## src/rtl/view_scroller.sv

```systemverilog
// Camera controller for the vertical-scrolling play field: smooth follow, fall
// detection, peak-height score and spawn-row requests over a req/ack handshake.
module view_scroller #(
  parameter int Y_WIDTH       = 32,
  parameter int SCREEN_HEIGHT = 700,
  parameter int SCROLL_LINE   = 350,
  parameter int SCROLL_STEP   = 4,
  parameter int SPAWN_SPACING = 70
) (
  input  logic               clk,
  input  logic               reset,
  input  logic               frame_tick,
  input  logic [Y_WIDTH-1:0] doodle_y,
  input  logic               doodle_valid,
  output logic [Y_WIDTH-1:0] camera_y,
  output logic [Y_WIDTH-1:0] scroll_delta,
  output logic               scrolling,
  output logic [Y_WIDTH-1:0] max_y,
  output logic               fell_off,
  output logic               spawn_req,
  output logic [Y_WIDTH-1:0] spawn_y,
  input  logic               spawn_ack
);

  typedef logic [Y_WIDTH-1:0] y_t;
  typedef logic [Y_WIDTH:0]   ext_t;
  typedef enum logic [1:0] {IDLE, SCROLL, OVER} state_t;

  localparam ext_t MAX_CAM = ext_t'({Y_WIDTH{1'b1}}) - ext_t'(SCREEN_HEIGHT);

  state_t r_state, w_state_nxt;
  y_t     r_camera, r_target, r_delta, r_max, r_acc, r_spawn_y;
  logic   r_fell, r_req;

  y_t     w_camera_nxt, w_target_nxt, w_delta_nxt, w_max_nxt, w_acc_nxt;
  y_t     w_step, w_gap;
  logic   w_fell_nxt, w_fall, w_raise;
  ext_t   w_diff, w_cand, w_clamp, w_acc_sum;
  y_t     w_acc_sat;

  // Extended-width arithmetic keeps the height comparisons free of wrap.
  assign w_fall  = doodle_valid && (doodle_y < r_camera);
  assign w_diff  = ext_t'(doodle_y) - ext_t'(r_camera);
  assign w_cand  = ext_t'(doodle_y) - ext_t'(SCROLL_LINE);
  assign w_clamp = (w_cand > MAX_CAM) ? MAX_CAM : w_cand;

  always_comb begin
    w_state_nxt  = r_state;
    w_camera_nxt = r_camera;
    w_target_nxt = r_target;
    w_delta_nxt  = r_delta;
    w_max_nxt    = r_max;
    w_fell_nxt   = r_fell;
    w_gap        = '0;
    w_step       = '0;
    case (r_state)
      IDLE, SCROLL: begin
        if (frame_tick) begin
          if (w_fall) begin
            w_state_nxt = OVER;
            w_fell_nxt  = 1'b1;
            w_delta_nxt = '0;
          end else begin
            if (doodle_valid && (w_diff > ext_t'(SCROLL_LINE)) &&
                (w_clamp > ext_t'(r_target)))
              w_target_nxt = y_t'(w_clamp);
            // target never trails the camera, so this gap cannot underflow
            w_gap        = w_target_nxt - r_camera;
            w_step       = (w_gap > y_t'(SCROLL_STEP)) ? y_t'(SCROLL_STEP) : w_gap;
            w_camera_nxt = r_camera + w_step;
            w_delta_nxt  = w_step;
            if (doodle_valid && (doodle_y > r_max))
              w_max_nxt = doodle_y;
            w_state_nxt  = (w_target_nxt > w_camera_nxt) ? SCROLL : IDLE;
          end
        end
      end
      OVER:    w_delta_nxt = '0;
      default: w_state_nxt = IDLE;
    endcase
  end

  // Requests are raised from the registered camera/accumulator, one cycle after
  // the tick that crossed the spacing; a drop always leaves one low cycle.
  assign w_raise   = !r_req && (r_state != OVER) && (r_acc >= y_t'(SPAWN_SPACING));
  assign w_acc_sum = ext_t'(r_acc) + ext_t'(w_step);
  assign w_acc_sat = w_acc_sum[Y_WIDTH] ? {Y_WIDTH{1'b1}} : w_acc_sum[Y_WIDTH-1:0];
  assign w_acc_nxt = w_acc_sat - (w_raise ? y_t'(SPAWN_SPACING) : '0);

  always_ff @(posedge clk) begin
    if (reset) begin
      r_state   <= IDLE;
      r_camera  <= '0;
      r_target  <= '0;
      r_delta   <= '0;
      r_max     <= '0;
      r_acc     <= '0;
      r_fell    <= 1'b0;
      r_req     <= 1'b0;
      r_spawn_y <= '0;
    end else begin
      r_state  <= w_state_nxt;
      r_camera <= w_camera_nxt;
      r_target <= w_target_nxt;
      r_delta  <= w_delta_nxt;
      r_max    <= w_max_nxt;
      r_fell   <= w_fell_nxt;
      r_acc    <= w_acc_nxt;
      if (r_req) begin
        if (spawn_ack) r_req <= 1'b0;
      end else if (w_raise) begin
        r_req     <= 1'b1;
        r_spawn_y <= r_camera + y_t'(SCREEN_HEIGHT);
      end
    end
  end

  assign camera_y     = r_camera;
  assign scroll_delta = r_delta;
  assign scrolling    = (r_state == SCROLL);
  assign max_y        = r_max;
  assign fell_off     = r_fell;
  assign spawn_req    = r_req;
  assign spawn_y      = r_spawn_y;

endmodule

```

## config.mk

```make
export PLATFORM = sky130hd
export DESIGN_NAME = view_scroller
export DESIGN_NICKNAME = d
export VERILOG_FILES = /design/src/rtl/view_scroller.sv
export SDC_FILE = /design/constraint.sdc
export NUM_CORES = 1
export LEC_CHECK = 0
export ABC_AREA = 0
export CELL_PAD_IN_SITES_DETAIL_PLACEMENT = 2
export CELL_PAD_IN_SITES_GLOBAL_PLACEMENT = 2
export CORE_UTILIZATION = 35
export CTS_BUF_LIST = sky130_fd_sc_hd__clkbuf_8
export CTS_CLUSTER_SIZE = 14
export DETAILED_ROUTE_END_ITERATION = 10
export PLACE_DENSITY_LB_ADDON = 0.1
export SYNTH_ARGS = -nofsm -noshare
export SYNTH_HDL_FRONTEND = slang
export SYNTH_SLANG_ARGS = --single-unit
```

## constraint.sdc

```tcl
create_clock -name clk -period 28.2 [get_ports clk]
set_clock_uncertainty 0.1 [all_clocks]
set_input_delay 8.46 -clock clk [delete_from_list [all_inputs] [get_ports clk]]
set_output_delay 8.46 -clock clk [all_outputs]
set_load 0.02 [all_outputs]
```

### After elaboration in Yosys (flattened, before gate mapping)

Cells that the tools add are included.

* $add $sub $neg: 7
* order comparisons: 8
* equal/unequal tests: 4
* multiplexer cells: 20
* bitwise gates (word level): 3
* reduce and logical (&&, ||, !) cells: 16

Operator list (count)
* $mux 32: 10
* $gt 32x32->1: 2
* $pmux 32 s2: 1
* $add 32x32->33: 1
* $gt 33x32->1: 1
* $gt 33x32->1 const B: 1
* $gt 33x9->1 const B: 1
* $mux 33: 1
* $sub 32x32->33: 1
* $sub 32x9->33 const B: 1
* $add 32x10->32 const B: 1
* $add 32x32->32: 1
* $ge 32x7->1 const B: 1
* $gt 32x3->1 const B: 1
* $lt 32x32->1: 1
* $sub 32x32->32: 1
* $sub 32x7->32: 1
* $mux 7: 1
* $logic_and 1x1->1: 6
* $reduce_and 2->1: 3
* $reduce_and 3->1: 2
* $mux 1: 4
* $mux 2: 2
* $ne 2x2->1 const B: 2
* 9 further kinds: 11

* register bits after elaboration: 196
* bits of input ports: 37
* output and inout port bits: 131
* logic and storage cells: 67

### Longest topological paths before layout

Gate-level depths: netlist of the first run.

* depth in word-level cells: 18
* mapped depth: 72
* gate-level depth less buffers: 68

### Least setup slack after synthesis of the first run

No wires, ideal clock.

* path kind: input-to-reg
* from: in doodle_y[12]
* to: reg r_acc[30]
* library setup time: 0.128 ns
* arrival: 22.515 ns
* required time: 27.972 ns
* setup slack: 5.457 ns
* cell stages on the path: 62
* path buffers: 6
* cell sequence: buf_2 -> or3_1 -> or4_4 -> or3_4 -> nor3_4 -> nand2_2 -> or3_1 -> nand3_1 -> nand2_1 -> nand4_1 -> o21a_1 -> clkbuf_1 -> nand2_1 -> ha_1 -> nand4_1 -> or2_2 -> nor4_1 -> a21o_1 -> (+26 left out) -> o21ai_0 -> a211oi_2 -> o21a_1 -> clkbuf_1 -> clkbuf_1 -> nand2_1 -> ha_1 -> a211o_1 -> or3_1 -> a211oi_1 -> nand2b_1 -> or4b_2 -> nor2_1 -> nor4b_2 -> nand2_1 -> nor4_1 -> xnor2_1 -> nor2_1

* cells in the longest elaborated chain, start to end: 18
* elaborated cells between the ends (all ways): 23
* classes of those cells: 5 x add/sub; 5 x order compare; 10 x mux; 3 x reduce/logical

Ends and longest elaborated chain
* from (decl): line 13 `input logic [Y_WIDTH-1:0] doodle_y,`
* $sub 32x9->33: line 44 `assign w_cand = ext_t'(doodle_y) - ext_t'(SCROLL_LINE);`
* $gt 33x32->1: line 45 `assign w_clamp = (w_cand > MAX_CAM) ? MAX_CAM : w_cand;`
* $mux 33: line 45
* $gt 33x32->1: line 65 `(w_clamp > ext_t'(r_target)))`
* $logic_and 1x1->1: line 64 `if (doodle_valid && (w_diff > ext_t'(SCROLL_LINE)) &&`
* $mux 32: line 64
* $mux 32: line 59 `if (w_fall) begin`
* $mux 32: line 58 `if (frame_tick) begin`
* (+2 left out)
* $gt 32x3->1: line 69 `w_step = (w_gap > y_t'(SCROLL_STEP)) ? y_t'(SCROLL_STEP) : w_gap;`
* $mux 32: line 69
* $mux 32 (*): line 59
* $mux 32 (*): line 58
* $mux 32 (*): line 56 `case (r_state)`
* $add 32x32->33 (*): line 86 `assign w_acc_sum = ext_t'(r_acc) + ext_t'(w_step);`
* $mux 32 (*): line 87 `assign w_acc_sat = w_acc_sum[Y_WIDTH] ? {Y_WIDTH{1'b1}} : w_acc_sum[Y_WIDTH-1:0];`
* $sub 32x7->32 (*): line 88 `assign w_acc_nxt = w_acc_sat - (w_raise ? y_t'(SPAWN_SPACING) : '0);`
* to (signal assigned): line 108 `r_acc <= w_acc_nxt;`
* to (decl): line 32 `y_t r_camera, r_target, r_delta, r_max, r_acc, r_spawn_y;`

Every way passes the cells marked *; elsewhere a longest branch is shown, timed or not. The select of a mux whose other input is x is not followed.
A chain may end at the register's enable or synchronous reset.

### Worst setup path after layout of the first run

* from: in doodle_y[9]
* to: reg r_acc[20]

Same word-level chain as after synthesis.

==> results of run 1 <==
-- cell families (layout without fill, tap and decap cells) --
| logic type | count (synthesis) | in the layout | share of synthesized area, % |
|---|---|---|---|
| simple gates | 938 | 938 | 24.6 |
| fa+ha+maj | 232 | 232 | 15.5 |
| xor+xnor | 147 | 147 | 6.80 |
| flops | 196 | 196 | 20.7 |
| buf+inv | 254 | 361 | 5.07 |
| compound gates | 697 | 697 | 24.0 |
| other cells | 1 | 58 | 0.0198 |
| mux | 60 | 60 | 3.23 |
-- flip-flops by register name (all words and copies together), names as in the netlist --
name	count
camera_y	32
max_y	32
r_acc	32
r_target	32
scroll_delta	32
spawn_y	32
r_state	2
fell_off	1
spawn_req	1
-- through the flow --
stage | hold WS [ns] | utilization, % | area [um^2]
4_1_cts | 0.375 | 41.2 | 21800
3_3_place_gp | 0.343 | 40.4 | 21400
3_5_place_dp | 0.357 | 40.4 | 21400
5_1_grt | 0.397 | 41.2 | 21800
2_1_floorplan | 0.336 | - | 19100
6_report | 0.374 | 41.2 | 21800
-- worst max-delay path: cells and delay by family --
kind	cells	cell delay [ns]
fa+ha+maj	4	1.55
buf+inv	2	1.07
xor+xnor	2	0.35
simple gates	23	6.75
compound gates	28	7.47
-- routing by layer --
| layer | vias to the layer above | part of all wire (%) | GRT usage (%) |
|---|---|---|---|
| li1 | 9402 | - | - |
| met1 | 9947 | 47 | 37.3 |
| met2 | 283 | 48 | 50.3 |
| met3 | 68 | 2.6 | 3.10 |
| met4 | 0 | 2.5 | 9.03 |
| met5 | - | 0 | 0 |
-- cell usage after synthesis, drive strengths merged, types with 44 or more instances --
| master | n | share of area [%] |
|---|---|---|
| nor2 | 280 | 5.6 |
| ha | 227 | 15 |
| a21oi | 226 | 6.1 |
| nand2 | 210 | 4.2 |
| dfxtp | 196 | 21 |
| inv | 144 | 2.9 |
| o21ai | 131 | 3.5 |
| clkbuf | 100 | 2.0 |
| xnor2 | 100 | 4.6 |
| a21o | 72 | 2.9 |
| nor3 | 69 | 1.9 |
| nand3 | 57 | 1.6 |
| a211oi | 56 | 2.3 |
| nand4 | 56 | 1.9 |
| mux2i | 52 | 2.8 |
| xor2 | 47 | 2.2 |
| nand2b | 46 | 1.5 |
| and3 | 44 | 1.5 |
-- where the power goes --
part	total [W]	switching (W)	leakage [nW]	internal, W
combinational	0.000964	0.000602	6.99	0.000362
clock	0.000213	0.000143	0.209	0.0000700
sequential	0.000352	0.0000343	1.61	0.000318
-- cells in the final DEF, fill, tap and decap left out, drive strengths merged, types with 28 or more instances in the layout --
master,instances
mux2i,52
clkdlybuf4s50,166
inv,153
ha,227
a211oi,56
nor4,29
xnor2,100
conb,57
xor2,47
nand2b,46
nor2b,40
nand4,56
or3,28
o21ai,131
a21oi,226
nor2,280
nor3,69
nand2,210
a21o,72
dfxtp,196
nand3,57
and3,44
-- cell type report --
type | count | area share (%)
Multi-Input combinational cell | 2131 | 65.3
Sequential cell | 196 | 18.0
Timing Repair Buffer | 185 | 8.28
Tap cell | 688 | 3.94
Inverter | 144 | 2.48
Clock buffer | 17 | 1.07
Clock inverter | 15 | 0.894
Antenna cell | 1 | 0.0115
-- how the worst max path moves through the flow --
| stage | start | to |
|---|---|---|
| after floorplan | doodle_y[12] | r_acc[30] |
| after global placement | doodle_y[9] | r_acc[30] |
| after detailed placement | doodle_y[9] | r_acc[20] |
| after CTS | doodle_y[9] | r_acc[20] |
| after global routing | doodle_y[9] | r_acc[20] |
| final | doodle_y[9] | r_acc[20] |
==> results.md, run 1 <==
- Startpoint type of the worst setup path: input port
- Peak VDD IR: 0.0532 mV
- NumNets Final: 2944
- CTS Sinks: 196
- Arr. time, crit path: 25.67 ns
- Area taken by multi-input logic gates: 14300 um^2
- Hold Fails Final Rpt: 0
- TritonCTS clock tree: built
- TritonCTS Buffers: 17
- DRC viols: 0
- Period Utilization, post-route: 89.8%
- P_leak: 8.81 nW
- Area Overhead vs Synth: 15.3%
- RSZ-0062 raised after global routing: false
- Post-cts resize count: 0
- CP dominant cell by count: a21oi_1
- DIE WIDTH: 235 um
- Avg Cell Area, Syn: 7.49 um^2
- Final setup vio count: 0
- Reg area: 3920 um^2
- Final count of pins violating max slew: 0
- CP max FO: 24
- Hold Path Sink: r_target[20]
- Post-CTS Hold Buffers: 0
- TritonRoute pass-1 iters: 5
- R2r setup slk: 12.28 ns
- Routability congestion estimate: 0.922
- HP Start: r_target[20]
- Rows: 84
- CTS HTree Levels: 4
- Fill cell count: 6244
- Post-synthesis cell area: 18900 um^2
- Vias per cell: 5.83
- Final Power: 0.00153 W
- Root Buffer: clkbuf_8
- Tot GR Track Use: 29.0%
- WL/cell: 23.6 um
- Iteration-0 DRC Markers: 809
- Worst Hold Path Cells: 2
- Min-Delay Path Class: reg -> reg
- Max Cap Viol: 0
- Critical path's slowest cell: clkdlybuf4s50_1
- Gr ovfl total: 0
- Die area: 55000 um^2
- Syn Inst Count: 2525
- Seq/Total Area, Yosys: 20.7%
- DRT Wirelength: 79800 um
- Worst Path Required: 28.54 ns
- I/O Buffers: 167
- TNS Setup: 0 ns
- Pin count of the biggest net entering global routing: 74
- Slew HR: 29.6%
- Final setup margin: 2.87 ns
- Endpoint class of the critical path: flip-flop
- Predominant post-synthesis flop cell: dfxtp_1
- EDFF count, synth: 0
- CP max stage delay: 0.74 ns
- Initial Util: 35.7%
- Clk slew on worst S/H paths: 0.12 ns
- Antenna viol nets, final: 0
- Final cell count without fillers: 3377
- Post-Place Worst Slack: 2.40 ns
- Dpl hpwl: 64500 um
- Tmin final: 25.33 ns
- Critical path type: in -> reg
- Worst r2r src: camera_y[0]
- Top Ports: 168
- Clock Tree Buf Depth: 2
- Post-CTS setup buffer count: 0
- Seq cells post-synth: 196
- Yosys warns: 0
- Outcome: finished clean
- CORE AREA: 53000 um^2
- Die span in y: 235 um
- Clk_lat worst skew: 0.61 ns
- Worst R2R Path Depth: 51
- Power Density: 70.0 nW/um^2
- Worst-margin pin slew: 1.05 ns
- Fmax: 0.0395 GHz
- Reg-to-reg endpoint: r_acc[20]
- Initial antenna violation count: 0
- Fraction of layout cells with a size suffix above 1: 3.98%
- Vias in the first global route: 20800
- Dpl cells: 3344
- First-pass GRT wire length: 123000 um
- Count of cell types in the netlist: 94
- Via count: 19700
- Share of synthesized registers carrying an async set or reset: 0%
No activity file was read; power rests on OpenSTA's default activity.
==> inputs of run 2 (changes only) <==
--- a/config.mk
+++ b/config.mk
@@ -8,6 +8,7 @@
 export ABC_AREA = 0
 export CELL_PAD_IN_SITES_DETAIL_PLACEMENT = 2
 export CELL_PAD_IN_SITES_GLOBAL_PLACEMENT = 2
+export CORE_MARGIN = 3
 export CORE_UTILIZATION = 35
 export CTS_BUF_LIST = sky130_fd_sc_hd__clkbuf_8
 export CTS_CLUSTER_SIZE = 14
==> results.md, run 2 (synthesized netlist as in run 1, its figures left out) <==
- Outcome: finished clean
- CORE AREA: 53000 um^2 (unchanged)
- Dpl hpwl: 64800 um (+0.48%)
- Post-cts resize count: 0 (unchanged)
- Most frequent cells in the layout: nor2_1, ha_1, a21oi_1
- I/O Buffers: 167 (unchanged)
- Rows: 84 (unchanged)
- Pin count of the biggest net entering global routing: 73 (-1.4%)
- Worst Path Required: 28.55 ns (about the same)
- Commonest non-fill, non-tap cell in the layout: nor2_1
- Worst-margin pin slew: 1.02 ns (-0.0302 ns)
- Vias in the first global route: 21000 (+0.84%)
- Fraction of layout cells with a size suffix above 1: 3.84% (-0.14 points)
- Post-Place Worst Slack: 2.68 ns (+0.281 ns)
- TNS Setup: 0 ns (unchanged)
- Via count: 19700 (+0.15%)
- Hold Path Sink: r_target[20]
- TritonCTS Buffers: 17 (unchanged)
- DIE WIDTH: 239 um (+1.7%)
- Clock Tree Buf Depth: 2 (unchanged)
- Arr. time, crit path: 25.51 ns (-0.16 ns)
- First-pass GRT wire length: 126000 um (+2.6%)
- Clk slew on worst S/H paths: 0.14 ns (+0.02 ns)
- Peak VDD IR: 0.0398 mV (-25%)
- Hold Fails Final Rpt: 0 (unchanged)
- Iteration-0 DRC Markers: 880 (+8.8%)
- NumNets Final: 2940 (-0.14%)
- Min-Delay Path Class: reg -> reg
- DRT Wirelength: 80200 um (+0.45%)
- TritonCTS clock tree: built
- CTS Sinks: 196 (unchanged)
- RSZ-0062 raised after global routing: false
- Post-CTS setup buffer count: 0 (unchanged)
- Critical path's slowest cell: clkdlybuf4s50_1
- Die area: 56900 um^2 (+3.4%)
- Endpoint class of the critical path: flip-flop
- Final core utilization: 41.2% (about the same)
- Power Density: 70.4 nW/um^2 (+0.58%)
- DRC viols: 0 (unchanged)
- R2r setup slk: 12.60 ns (+0.32 ns)
- P_leak: 8.80 nW (about the same)
- Final cell count without fillers: 3374 (-0.089%)
- CP dominant cell by count: a21oi_1
- Routability congestion estimate: 0.931 (+0.92%)
- Max Cap Viol: 0 (unchanged)
- Post-CTS Hold Buffers: 0 (unchanged)
- Worst Hold Path Cells: 2 (unchanged)
- Tot GR Track Use: 28.1% (-0.83 points)
- Final count of pins violating max slew: 0 (unchanged)
- WL/cell: 23.8 um (+0.54%)
- Worst R2R Path Depth: 51 (unchanged)
- CTS HTree Levels: 4 (unchanged)
- Initial antenna violation count: 0 (unchanged)
- Period Utilization, post-route: 89.2% (-0.59 points)
- HP Start: r_target[20]
- Dpl cells: 3340 (-0.12%)
- Startpoint type of the worst setup path: input port
- Root Buffer: clkbuf_8
- TritonRoute pass-1 iters: 5 (unchanged)
- Area Overhead vs Synth: 15.4% (about the same)
- Final Power: 0.00154 W (+0.61%)
- CP max FO: 24 (unchanged)
- Fill cell count: 6164 (-1.3%)
- Critical path type: in -> reg
- Slew HR: 31.6% (+2.0 points)
- Final setup margin: 3.04 ns (+0.165 ns)
- Vias per cell: 5.85 (+0.24%)
- Fmax: 0.0397 GHz (+0.66%)
- Initial Util: 35.7% (unchanged)
- Tmin final: 25.16 ns (-0.165 ns)
- Die span in y: 239 um (+1.7%)
- Worst r2r src: camera_y[1]
- Top Ports: 168 (unchanged)
- Antenna viol nets, final: 0 (unchanged)
- Gr ovfl total: 0 (unchanged)
- CP max stage delay: 0.71 ns (-0.03 ns)
- Reg-to-reg endpoint: r_acc[20]
- Clk_lat worst skew: 0.60 ns (about the same)
- Final setup vio count: 0 (unchanged)
-- run 2: worst max path at each step --
stage,slack (ns),from,end,depth (start not counted)
global route,1.85,doodle_y[9],r_acc[30],60
CTS,3.29,doodle_y[9],r_acc[20],61
detailed placement,2.68,doodle_y[9],r_acc[30],61
floorplan,5.46,doodle_y[12],r_acc[30],62
finish,3.04,doodle_y[9],r_acc[20],61
global placement,3.24,doodle_y[9],r_acc[30],61
-- run 2: per-layer routing --
| metal | up-vias | part of all wire [%] | track usage, % |
|---|---|---|---|
| met5 | - | 0 | 0 |
| met1 | 9977 | 46 | 37.1 |
| met4 | 0 | 2.2 | 6.91 |
| li1 | 9410 | - | - |
| met2 | 283 | 48 | 49.2 |
| met3 | 60 | 3.1 | 3.28 |
-- run 2: critical path, delay by kind of cell --
kind                       cells  cell delay (ns)
xor gates and xnor gates       4             0.66
and+or+nand+nor               26             7.30
buffers and inverters          2             1.08
adders and majority gates      5             1.74
AOI/OAI and AO/OA             24             6.27
-- run 2: layout make-up --
cell class | count | area, um^2 | area share (%)
Multi-Input combinational cell | 2131 | 14300 | 65.3
Sequential cell | 196 | 3920 | 18.0
Timing Repair Buffer | 181 | 1780 | 8.14
Tap cell | 688 | 861 | 3.94
Inverter | 144 | 541 | 2.48
Clock buffer | 17 | 234 | 1.07
Clock inverter | 15 | 229 | 1.05
Antenna cell | 2 | 5.00 | 0.0229
-- run 2: report_power, final --
part	total [W]	switching, W	internal (W)
clock	0.000222	0.000148	0.0000738
combinational	0.000964	0.000603	0.000361
sequential	0.000352	0.0000337	0.000318
-- run 2: metrics by stage --
step | cell area (um^2) | hold slack [ns]
floorplan | 19100 | 0.336
global placement | 21400 | 0.343
detailed placement | 21400 | 0.353
CTS | 21800 | 0.372
global route | 21800 | 0.393
finish | 21800 | 0.373
